`config.mk`:
```
export PLATFORM = sky130hd
export DESIGN_NAME = sim_ctrl
export DESIGN_NICKNAME = d
export VERILOG_FILES = /design/src/rtl/sim_ctrl.sv
export SDC_FILE = /design/constraint.sdc
export NUM_CORES = 1
export LEC_CHECK = 0
export BUFFER_PORTS_ARGS = -buffer_cell sky130_fd_sc_hd__buf_2
export CAP_MARGIN = 20
export CELL_PAD_IN_SITES_DETAIL_PLACEMENT = 0
export CELL_PAD_IN_SITES_GLOBAL_PLACEMENT = 1
export CORE_MARGIN = 1
export CORE_UTILIZATION = 40
export DETAILED_ROUTE_END_ITERATION = 16
export GPL_TIMING_DRIVEN = 1
export HOLD_SLACK_MARGIN = 0.02
export PLACE_DENSITY_LB_ADDON = 0.1
export SKIP_LAST_GASP = 1
export SYNTH_ARGS = -nofsm -noshare
export SYNTH_HDL_FRONTEND = slang
export SYNTH_SLANG_ARGS = --single-unit
```
`constraint.sdc`:
```
create_clock -name clk -period 11.9 [get_ports clk]
set_clock_uncertainty 0.2 [all_clocks]
set_input_delay 2.38 -clock clk [delete_from_list [all_inputs] [get_ports clk]]
set_output_delay 2.38 -clock clk [all_outputs]
set_load 0.05 [all_outputs]
```
`src/rtl/sim_ctrl.sv`:
```
// Simulation-control block: snoops MMIO console/exit writes, buffers console bytes,
// runs a PC-stall watchdog and address-range checks, and reports a sticky halt.
module sim_ctrl #(
    parameter logic [31:0] PUTC_ADDR  = 32'h8000001c,
    parameter logic [31:0] EXIT_ADDR  = 32'h8000002c,
    parameter int unsigned IRAMSIZE   = 131072,
    parameter int unsigned DRAMSIZE   = 131072,
    parameter int unsigned TIMEOUT    = 100,
    parameter int unsigned FIFO_DEPTH = 16,
    parameter int unsigned CNT_W      = 32
) (
    input  logic             clk,
    input  logic             resetb,
    input  logic [31:0]      if_pc,
    input  logic             retire,
    input  logic             exception,
    input  logic             imem_ready,
    input  logic [31:0]      imem_addr,
    input  logic             dmem_wready,
    input  logic [31:0]      dmem_waddr,
    input  logic [31:0]      dmem_wdata,
    input  logic [3:0]       dmem_wstrb,
    output logic             tx_valid,
    output logic [7:0]       tx_data,
    input  logic             tx_ready,
    output logic             halt,
    output logic [2:0]       halt_code,
    output logic [31:0]      halt_info,
    output logic [CNT_W-1:0] cycle_cnt,
    output logic [CNT_W-1:0] instret_cnt,
    output logic [15:0]      drop_cnt
);

    localparam int unsigned IA_W  = $clog2(IRAMSIZE);
    localparam int unsigned DA_W  = $clog2(IRAMSIZE + DRAMSIZE);
    localparam int unsigned IDX_W = $clog2(FIFO_DEPTH);
    localparam int unsigned PTR_W = IDX_W + 1;
    localparam int unsigned SC_W  = $clog2(TIMEOUT + 2);
    localparam logic [SC_W-1:0] TIMEOUT_V = SC_W'(TIMEOUT);

    localparam logic [1:0] ST_RUN   = 2'd0;
    localparam logic [1:0] ST_DRAIN = 2'd1;
    localparam logic [1:0] ST_HALT  = 2'd2;

    localparam logic [2:0] CODE_EXIT = 3'd1;
    localparam logic [2:0] CODE_TMO  = 3'd2;
    localparam logic [2:0] CODE_EXC  = 3'd3;
    localparam logic [2:0] CODE_IMEM = 3'd4;
    localparam logic [2:0] CODE_DMEM = 3'd5;

    logic [1:0]       state_q, state_d;
    logic [PTR_W-1:0] wr_q, wr_d, rd_q, rd_d;
    logic [15:0]      drop_cnt_q, drop_cnt_d;
    logic [2:0]       halt_code_q, halt_code_d;
    logic [31:0]      halt_info_q, halt_info_d;
    logic [CNT_W-1:0] cycle_cnt_q, cycle_cnt_d;
    logic [CNT_W-1:0] instret_cnt_q, instret_cnt_d;
    logic [31:0]      last_pc_q, last_pc_d;
    logic [SC_W-1:0]  stall_cnt_q, stall_cnt_d;
    logic [7:0]       mem_q [FIFO_DEPTH];

    logic empty, full, pop, push, push_req, drop, run;
    logic exit_hit, imem_bad, dmem_bad, pc_same, timeout_hit;
    logic unused_strb;

    assign unused_strb = ^dmem_wstrb[3:1];

    assign empty = (wr_q == rd_q);
    assign full  = (wr_q[IDX_W] != rd_q[IDX_W]) && (wr_q[IDX_W-1:0] == rd_q[IDX_W-1:0]);
    assign run   = (state_q == ST_RUN);

    assign tx_valid    = !empty;
    assign tx_data     = empty ? 8'h00 : mem_q[rd_q[IDX_W-1:0]];
    assign halt        = (state_q == ST_HALT);
    assign halt_code   = halt_code_q;
    assign halt_info   = halt_info_q;
    assign cycle_cnt   = cycle_cnt_q;
    assign instret_cnt = instret_cnt_q;
    assign drop_cnt    = drop_cnt_q;

    always_comb begin
        pop      = tx_valid && tx_ready;
        push_req = run && dmem_wready && (dmem_waddr == PUTC_ADDR) && dmem_wstrb[0];
        // A full FIFO still accepts a byte when the head leaves on the same edge
        push     = push_req && (!full || pop);
        drop     = push_req && full && !pop;

        exit_hit    = dmem_wready && (dmem_waddr == EXIT_ADDR);
        imem_bad    = imem_ready && ((imem_addr >> IA_W) != 32'd0);
        dmem_bad    = dmem_wready && (dmem_waddr != PUTC_ADDR) && (dmem_waddr != EXIT_ADDR)
                      && ((dmem_waddr >> DA_W) != 32'd0);
        pc_same     = (if_pc == last_pc_q);
        timeout_hit = pc_same && (stall_cnt_q == TIMEOUT_V);

        state_d       = state_q;
        wr_d          = push ? wr_q + PTR_W'(1) : wr_q;
        rd_d          = pop  ? rd_q + PTR_W'(1) : rd_q;
        drop_cnt_d    = (drop && (drop_cnt_q != 16'hffff)) ? drop_cnt_q + 16'd1 : drop_cnt_q;
        halt_code_d   = halt_code_q;
        halt_info_d   = halt_info_q;
        cycle_cnt_d   = cycle_cnt_q;
        instret_cnt_d = instret_cnt_q;
        last_pc_d     = last_pc_q;
        stall_cnt_d   = stall_cnt_q;

        case (state_q)
            ST_RUN: begin
                cycle_cnt_d   = cycle_cnt_q + CNT_W'(1);
                instret_cnt_d = instret_cnt_q + CNT_W'(retire);
                last_pc_d     = if_pc;
                stall_cnt_d   = pc_same ? stall_cnt_q + SC_W'(1) : '0;
                if (exception) begin
                    halt_code_d = CODE_EXC;
                    halt_info_d = if_pc;
                    state_d     = ST_DRAIN;
                end else if (imem_bad) begin
                    halt_code_d = CODE_IMEM;
                    halt_info_d = imem_addr;
                    state_d     = ST_DRAIN;
                end else if (dmem_bad) begin
                    halt_code_d = CODE_DMEM;
                    halt_info_d = dmem_waddr;
                    state_d     = ST_DRAIN;
                end else if (exit_hit) begin
                    halt_code_d = CODE_EXIT;
                    halt_info_d = dmem_wdata;
                    state_d     = ST_DRAIN;
                end else if (timeout_hit) begin
                    halt_code_d = CODE_TMO;
                    halt_info_d = if_pc;
                    state_d     = ST_DRAIN;
                end
            end
            ST_DRAIN: begin
                if (empty) state_d = ST_HALT;
            end
            ST_HALT: state_d = ST_HALT;
            default: state_d = ST_RUN;
        endcase
    end

    always_ff @(posedge clk or posedge resetb) begin
        if (resetb) begin
            state_q       <= ST_RUN;
            wr_q          <= '0;
            rd_q          <= '0;
            drop_cnt_q    <= '0;
            halt_code_q   <= '0;
            halt_info_q   <= '0;
            cycle_cnt_q   <= '0;
            instret_cnt_q <= '0;
            last_pc_q     <= '0;
            stall_cnt_q   <= '0;
        end else begin
            state_q       <= state_d;
            wr_q          <= wr_d;
            rd_q          <= rd_d;
            drop_cnt_q    <= drop_cnt_d;
            halt_code_q   <= halt_code_d;
            halt_info_q   <= halt_info_d;
            cycle_cnt_q   <= cycle_cnt_d;
            instret_cnt_q <= instret_cnt_d;
            last_pc_q     <= last_pc_d;
            stall_cnt_q   <= stall_cnt_d;
        end
    end

    // Storage needs no reset: tx_data is masked whenever the FIFO is empty
    always_ff @(posedge clk) begin
        if (push) mem_q[wr_q[IDX_W-1:0]] <= dmem_wdata[7:0];
    end

endmodule

```
==> impl_metrics.xml <==
<?xml version="1.0" encoding="UTF-8"?>
<metrics>
  <group name="status">
    <metric name="run_status" unit="">complete, no violations</metric>
  </group>
  <group name="synth">
    <metric name="post_synth_main_area_contributors" unit="">sky130_fd_sc_hd__dfrtp_1 (30%), sky130_fd_sc_hd__edfxtp_1 (27%), sky130_fd_sc_hd__mux4_2 (6.4%)</metric>
    <metric name="synth_cell_types" unit="">53</metric>
    <metric name="synthFlopType" unit="">sky130_fd_sc_hd__dfrtp_1</metric>
    <metric name="synth-edff-count" unit="">128</metric>
    <metric name="synth-warning-count" unit="">0</metric>
    <metric name="syn_inst" unit="">1099</metric>
    <metric name="syn_area_per_cell" unit="um^2">12.7</metric>
    <metric name="synthesized_area" unit="mm^2">0.0140</metric>
    <metric name="synth-seq-cells" unit="">294</metric>
    <metric name="synth.yosys.seq_area_share" unit="">0.571</metric>
    <metric name="synth_largest_area_cell" unit="">sky130_fd_sc_hd__dfrtp_1</metric>
    <metric name="post-synth-top-area-fraction" unit="">0.296</metric>
    <metric name="synthesized_net_count" unit="">1253</metric>
    <metric name="postSynth.asyncResetShare" unit="">0.565</metric>
  </group>
  <group name="sta">
    <metric name="timing_max_transition_violations_final" unit="">0</metric>
    <metric name="slew_headroom" unit="">0.298</metric>
    <metric name="timing.setup.tns" unit="ns">0</metric>
    <metric name="final_min_period_over_clock_period" unit="">0.477</metric>
    <metric name="max_clock_freq" unit="MHz">176</metric>
    <metric name="rsz0062_at_grt" unit="">false</metric>
    <metric name="worst_slew_pin_slew" unit="ns">1.05</metric>
    <metric name="setup_viol" unit="">0</metric>
    <metric name="hold_violations" unit="">0</metric>
    <metric name="finalCriticalPeriod" unit="ns">5.68</metric>
  </group>
  <group name="setup_path">
    <metric name="crit_path_end_kind" unit="">flip-flop</metric>
    <metric name="worst_ep_required_time" unit="ns">11.84</metric>
    <metric name="rr_endpoint" unit="">mem_q[4][5]</metric>
    <metric name="cp.buffers_inverters" unit="">1</metric>
    <metric name="critPathArrivalTime" unit="ns">5.61</metric>
    <metric name="slowest_delay" unit="ns">0.77</metric>
    <metric name="worstPathMaxFanout" unit="">8</metric>
    <metric name="rr_worst_depth" unit="">8</metric>
    <metric name="startpoint_type" unit="">input port</metric>
    <metric name="worstPathCellList" unit="">buf_2, nor4_1, nand4_1, nor3_1, nor2b_1, nand2_1, nor2_1</metric>
    <metric name="worst_path_max_delay_cell" unit="">sky130_fd_sc_hd__nor3_1</metric>
    <metric name="regToRegSetupSlack" unit="ns">7.69</metric>
    <metric name="path_delay_family" unit="">simple AND/OR/NAND/NOR gates</metric>
    <metric name="r2r_start" unit="">state_q[1]</metric>
    <metric name="timing.setup.critical_path_class" unit="">input port to flip-flop</metric>
  </group>
  <group name="clock_network">
    <metric name="cts_htree_levels" unit="">2</metric>
    <metric name="clk_pin_slew_worst_paths" unit="ns">0.06</metric>
    <metric name="clock_latency" unit="ns">0.51</metric>
    <metric name="tritoncts.num_buffers" unit="">35</metric>
    <metric name="cts_setup_buffers" unit="">0</metric>
    <metric name="cts_repair_resize_count" unit="">0</metric>
    <metric name="clk_root_buffer_cell" unit="">sky130_fd_sc_hd__clkbuf_16</metric>
    <metric name="cts_tree" unit="">built</metric>
    <metric name="postCtsHoldBufs" unit="">0</metric>
    <metric name="numClockSinks" unit="">294</metric>
    <metric name="clk_path_buf_depth" unit="">3</metric>
  </group>
  <group name="hold_path">
    <metric name="worst_hold_path.num_cells" unit="">1</metric>
    <metric name="min-delay-path-class" unit="">flip-flop to flip-flop</metric>
    <metric name="holdCritStartpoint" unit="">instret_cnt[31]</metric>
    <metric name="worstHoldEndpoint" unit="">instret_cnt[31]</metric>
  </group>
  <group name="finish">
    <metric name="fraction_of_layout_instances_using_a_drive_strength_above_1" unit="">0.344</metric>
    <metric name="fillers" unit="">3204</metric>
    <metric name="number_of_nets_in_the_layout" unit="">1517</metric>
    <metric name="register_area" unit="mm^2">0.00800</metric>
    <metric name="multi_input_area" unit="mm^2">0.00561</metric>
    <metric name="stdcell_area" unit="mm^2">0.0169</metric>
    <metric name="area.growth.synth_to_final" unit="%">20.8</metric>
  </group>
  <group name="drt">
    <metric name="detail_route.wl_per_cell" unit="um">19.4</metric>
    <metric name="drt_pre_antenna_iters" unit="">5</metric>
    <metric name="drt-vias-per-instance" unit="">5.20</metric>
    <metric name="route.final.wire_length" unit="um">35900</metric>
    <metric name="first_iter_violations" unit="">474</metric>
    <metric name="ant_nets" unit="">0</metric>
    <metric name="vias" unit="">9612</metric>
    <metric name="post-route-drc-count" unit="">0</metric>
  </group>
  <group name="floorplanning">
    <metric name="die_extent_in_y" unit="um">189</metric>
    <metric name="initial_core_util" unit="">0.406</metric>
    <metric name="num_rows" unit="">68</metric>
    <metric name="floorplan.die.width" unit="um">189</metric>
    <metric name="fp.dieArea" unit="mm^2">0.0358</metric>
    <metric name="core_area" unit="mm^2">0.0345</metric>
    <metric name="io-pin-count" unit="">264</metric>
  </group>
  <group name="placement">
    <metric name="detailedPlacementHpwl" unit="um">25100</metric>
    <metric name="gpl.final_weighted_congestion" unit="">0.787</metric>
    <metric name="placed_area" unit="mm^2">0.0158</metric>
    <metric name="port_bufs" unit="">260</metric>
  </group>
  <group name="grt">
    <metric name="global_route.usage.met1" unit="">0.263</metric>
    <metric name="grt_pass1_vias" unit="">9723</metric>
    <metric name="groute.usage.overall" unit="">0.202</metric>
    <metric name="grt_pass1_wl" unit="um">55800</metric>
    <metric name="globalRoute.totalOverflow" unit="">0</metric>
    <metric name="grt_util_met3" unit="">0.0397</metric>
    <metric name="grt_antenna_before_repair" unit="">9</metric>
    <metric name="grt.busiest_layer" unit="">met2</metric>
    <metric name="maximum_number_of_pins_on_one_net_before_global_route_repair" unit="">69</metric>
    <metric name="use_met2" unit="">0.340</metric>
  </group>
  <group name="run">
    <metric name="cap_violations" unit="">0</metric>
  </group>
  <group name="pwr">
    <metric name="vdd_ir_drop_max" unit="uV">286</metric>
    <metric name="total_power" unit="W">0.00367</metric>
    <metric name="power.density_cell_area" unit="mW/mm^2">217</metric>
    <metric name="power_leakage" unit="nW">7.29</metric>
  </group>
</metrics>
-- Yosys cell counts (all sizes together) (30+ instances only) --
| master | number |
|---|---|
| clkbuf | 31 |
| xnor2 | 61 |
| mux2 | 69 |
| nand3 | 31 |
| inv | 54 |
| xor2 | 65 |
| mux4 | 40 |
| nand2 | 133 |
| dfrtp | 166 |
| nand4 | 30 |
| edfxtp | 128 |
| nor2 | 50 |
| o21ai | 32 |
-- how the worst max path moves through the flow --
stage,start,endpoint,slack (ns),cells after the start
after floorplan,resetb,cycle_cnt[0],4.83,1
after global placement,dmem_waddr[24],mem_q[4][0],5.65,7
final,dmem_waddr[24],mem_q[4][5],6.22,7
after CTS,dmem_waddr[24],mem_q[5][5],6.15,7
after global routing,dmem_waddr[24],mem_q[4][5],5.98,7
after detailed placement,dmem_waddr[24],mem_q[4][0],5.63,7
-- per-stage QoR --
step | hold WS [ns] | utilization | setup slack, ns | instances
6_report | 0.267 | 0.490 | 6.22 | 1848
5_1_grt | 0.281 | 0.490 | 5.98 | 1848
4_1_cts | 0.268 | 0.490 | 6.15 | 1843
3_5_place_dp | 0.261 | 0.458 | 5.63 | 1781
3_3_place_gp | 0.254 | 0.458 | 5.65 | 1781
2_1_floorplan | 0.262 | - | 4.83 | 1099
-- layout make-up --
type / instances / share of cell area
Timing Repair Buffer: 278 / 0.0849
Clock inverter: 16 / 0.00835
Inverter: 54 / 0.0123
Antenna cell: 5 / 0.000739
Sequential cell: 294 / 0.473
Tap cell: 455 / 0.0336
Multi-Input combinational cell: 700 / 0.331
Clock buffer: 46 / 0.0560
-- report_power, final --
group / total [W] / switching, W / internal [W] / leakage (nW)
Clock: 0.00102 / 0.000412 / 0.000606 / 0.533
Sequential: 0.00133 / 0.000115 / 0.00121 / 3.26
Combinational: 0.00132 / 0.000806 / 0.000515 / 3.50
-- registers in the layout, indices dropped and copies added (netlist names) --
register and count:
stall_cnt_q 7, halt_info 32, rd_q 5, mem_q 128, state_q 2, halt_code 3, drop_cnt 16, last_pc_q 32
cycle_cnt 32, wr_q 5, instret_cnt 32
-- logic make-up after synthesis --
family | after synthesis | synth area share
AND/OR/NAND/NOR | 331 | 0.115
adder cells (fa/ha/maj) | 15 | 0.0134
multiplexers | 113 | 0.129
flip-flops | 294 | 0.571
XOR/XNOR | 126 | 0.0788
buffers and inverters | 105 | 0.0307
AO/OA/AOI/OAI | 115 | 0.0625
-- cells in the final DEF (no fill, tap or decap), types with 4 or more instances in the layout --
cell type and count:
sky130_fd_sc_hd__a21oi_1 5, sky130_fd_sc_hd__a31o_2 28, sky130_fd_sc_hd__a32oi_1 28, sky130_fd_sc_hd__and2_1 7, sky130_fd_sc_hd__and3_1 14, sky130_fd_sc_hd__and4_1 4, sky130_fd_sc_hd__buf_2 260, sky130_fd_sc_hd__buf_4 18
sky130_fd_sc_hd__clkbuf_1 9, sky130_fd_sc_hd__clkbuf_16 36, sky130_fd_sc_hd__clkinv_1 5, sky130_fd_sc_hd__clkinv_2 6, sky130_fd_sc_hd__dfrtp_1 165, sky130_fd_sc_hd__diode_2 5, sky130_fd_sc_hd__edfxtp_1 128, sky130_fd_sc_hd__ha_1 14
sky130_fd_sc_hd__inv_1 53, sky130_fd_sc_hd__mux2_2 44, sky130_fd_sc_hd__mux2_4 25, sky130_fd_sc_hd__mux2i_1 4, sky130_fd_sc_hd__mux4_2 40, sky130_fd_sc_hd__nand2_1 132, sky130_fd_sc_hd__nand2b_1 5, sky130_fd_sc_hd__nand3_1 31
sky130_fd_sc_hd__nand4_1 30, sky130_fd_sc_hd__nor2_1 49, sky130_fd_sc_hd__nor2b_1 11, sky130_fd_sc_hd__nor3_1 13, sky130_fd_sc_hd__nor4_1 15, sky130_fd_sc_hd__o21ai_0 32, sky130_fd_sc_hd__or3_1 4, sky130_fd_sc_hd__xnor2_1 61
sky130_fd_sc_hd__xor2_1 65
-- per-layer routing --
layer	up-vias	wire, um
met2	203	17800
met4	8	652
li1	4535	-
met3	51	1620
met5	-	44
met1	4815	15800
-- worst register-to-register path: cells and delay by family, from the launching register on --
| kind | cells | cell delay [ns] |
|---|---|---|
| flip-flops | 1 | 0.39 |
| AND/OR/NAND/NOR | 5 | 2.25 |
| adder cells (fa/ha/maj) | 1 | 0.34 |
| buffers and inverters | 2 | 0.66 |
(Power assumes the default switching activity.)
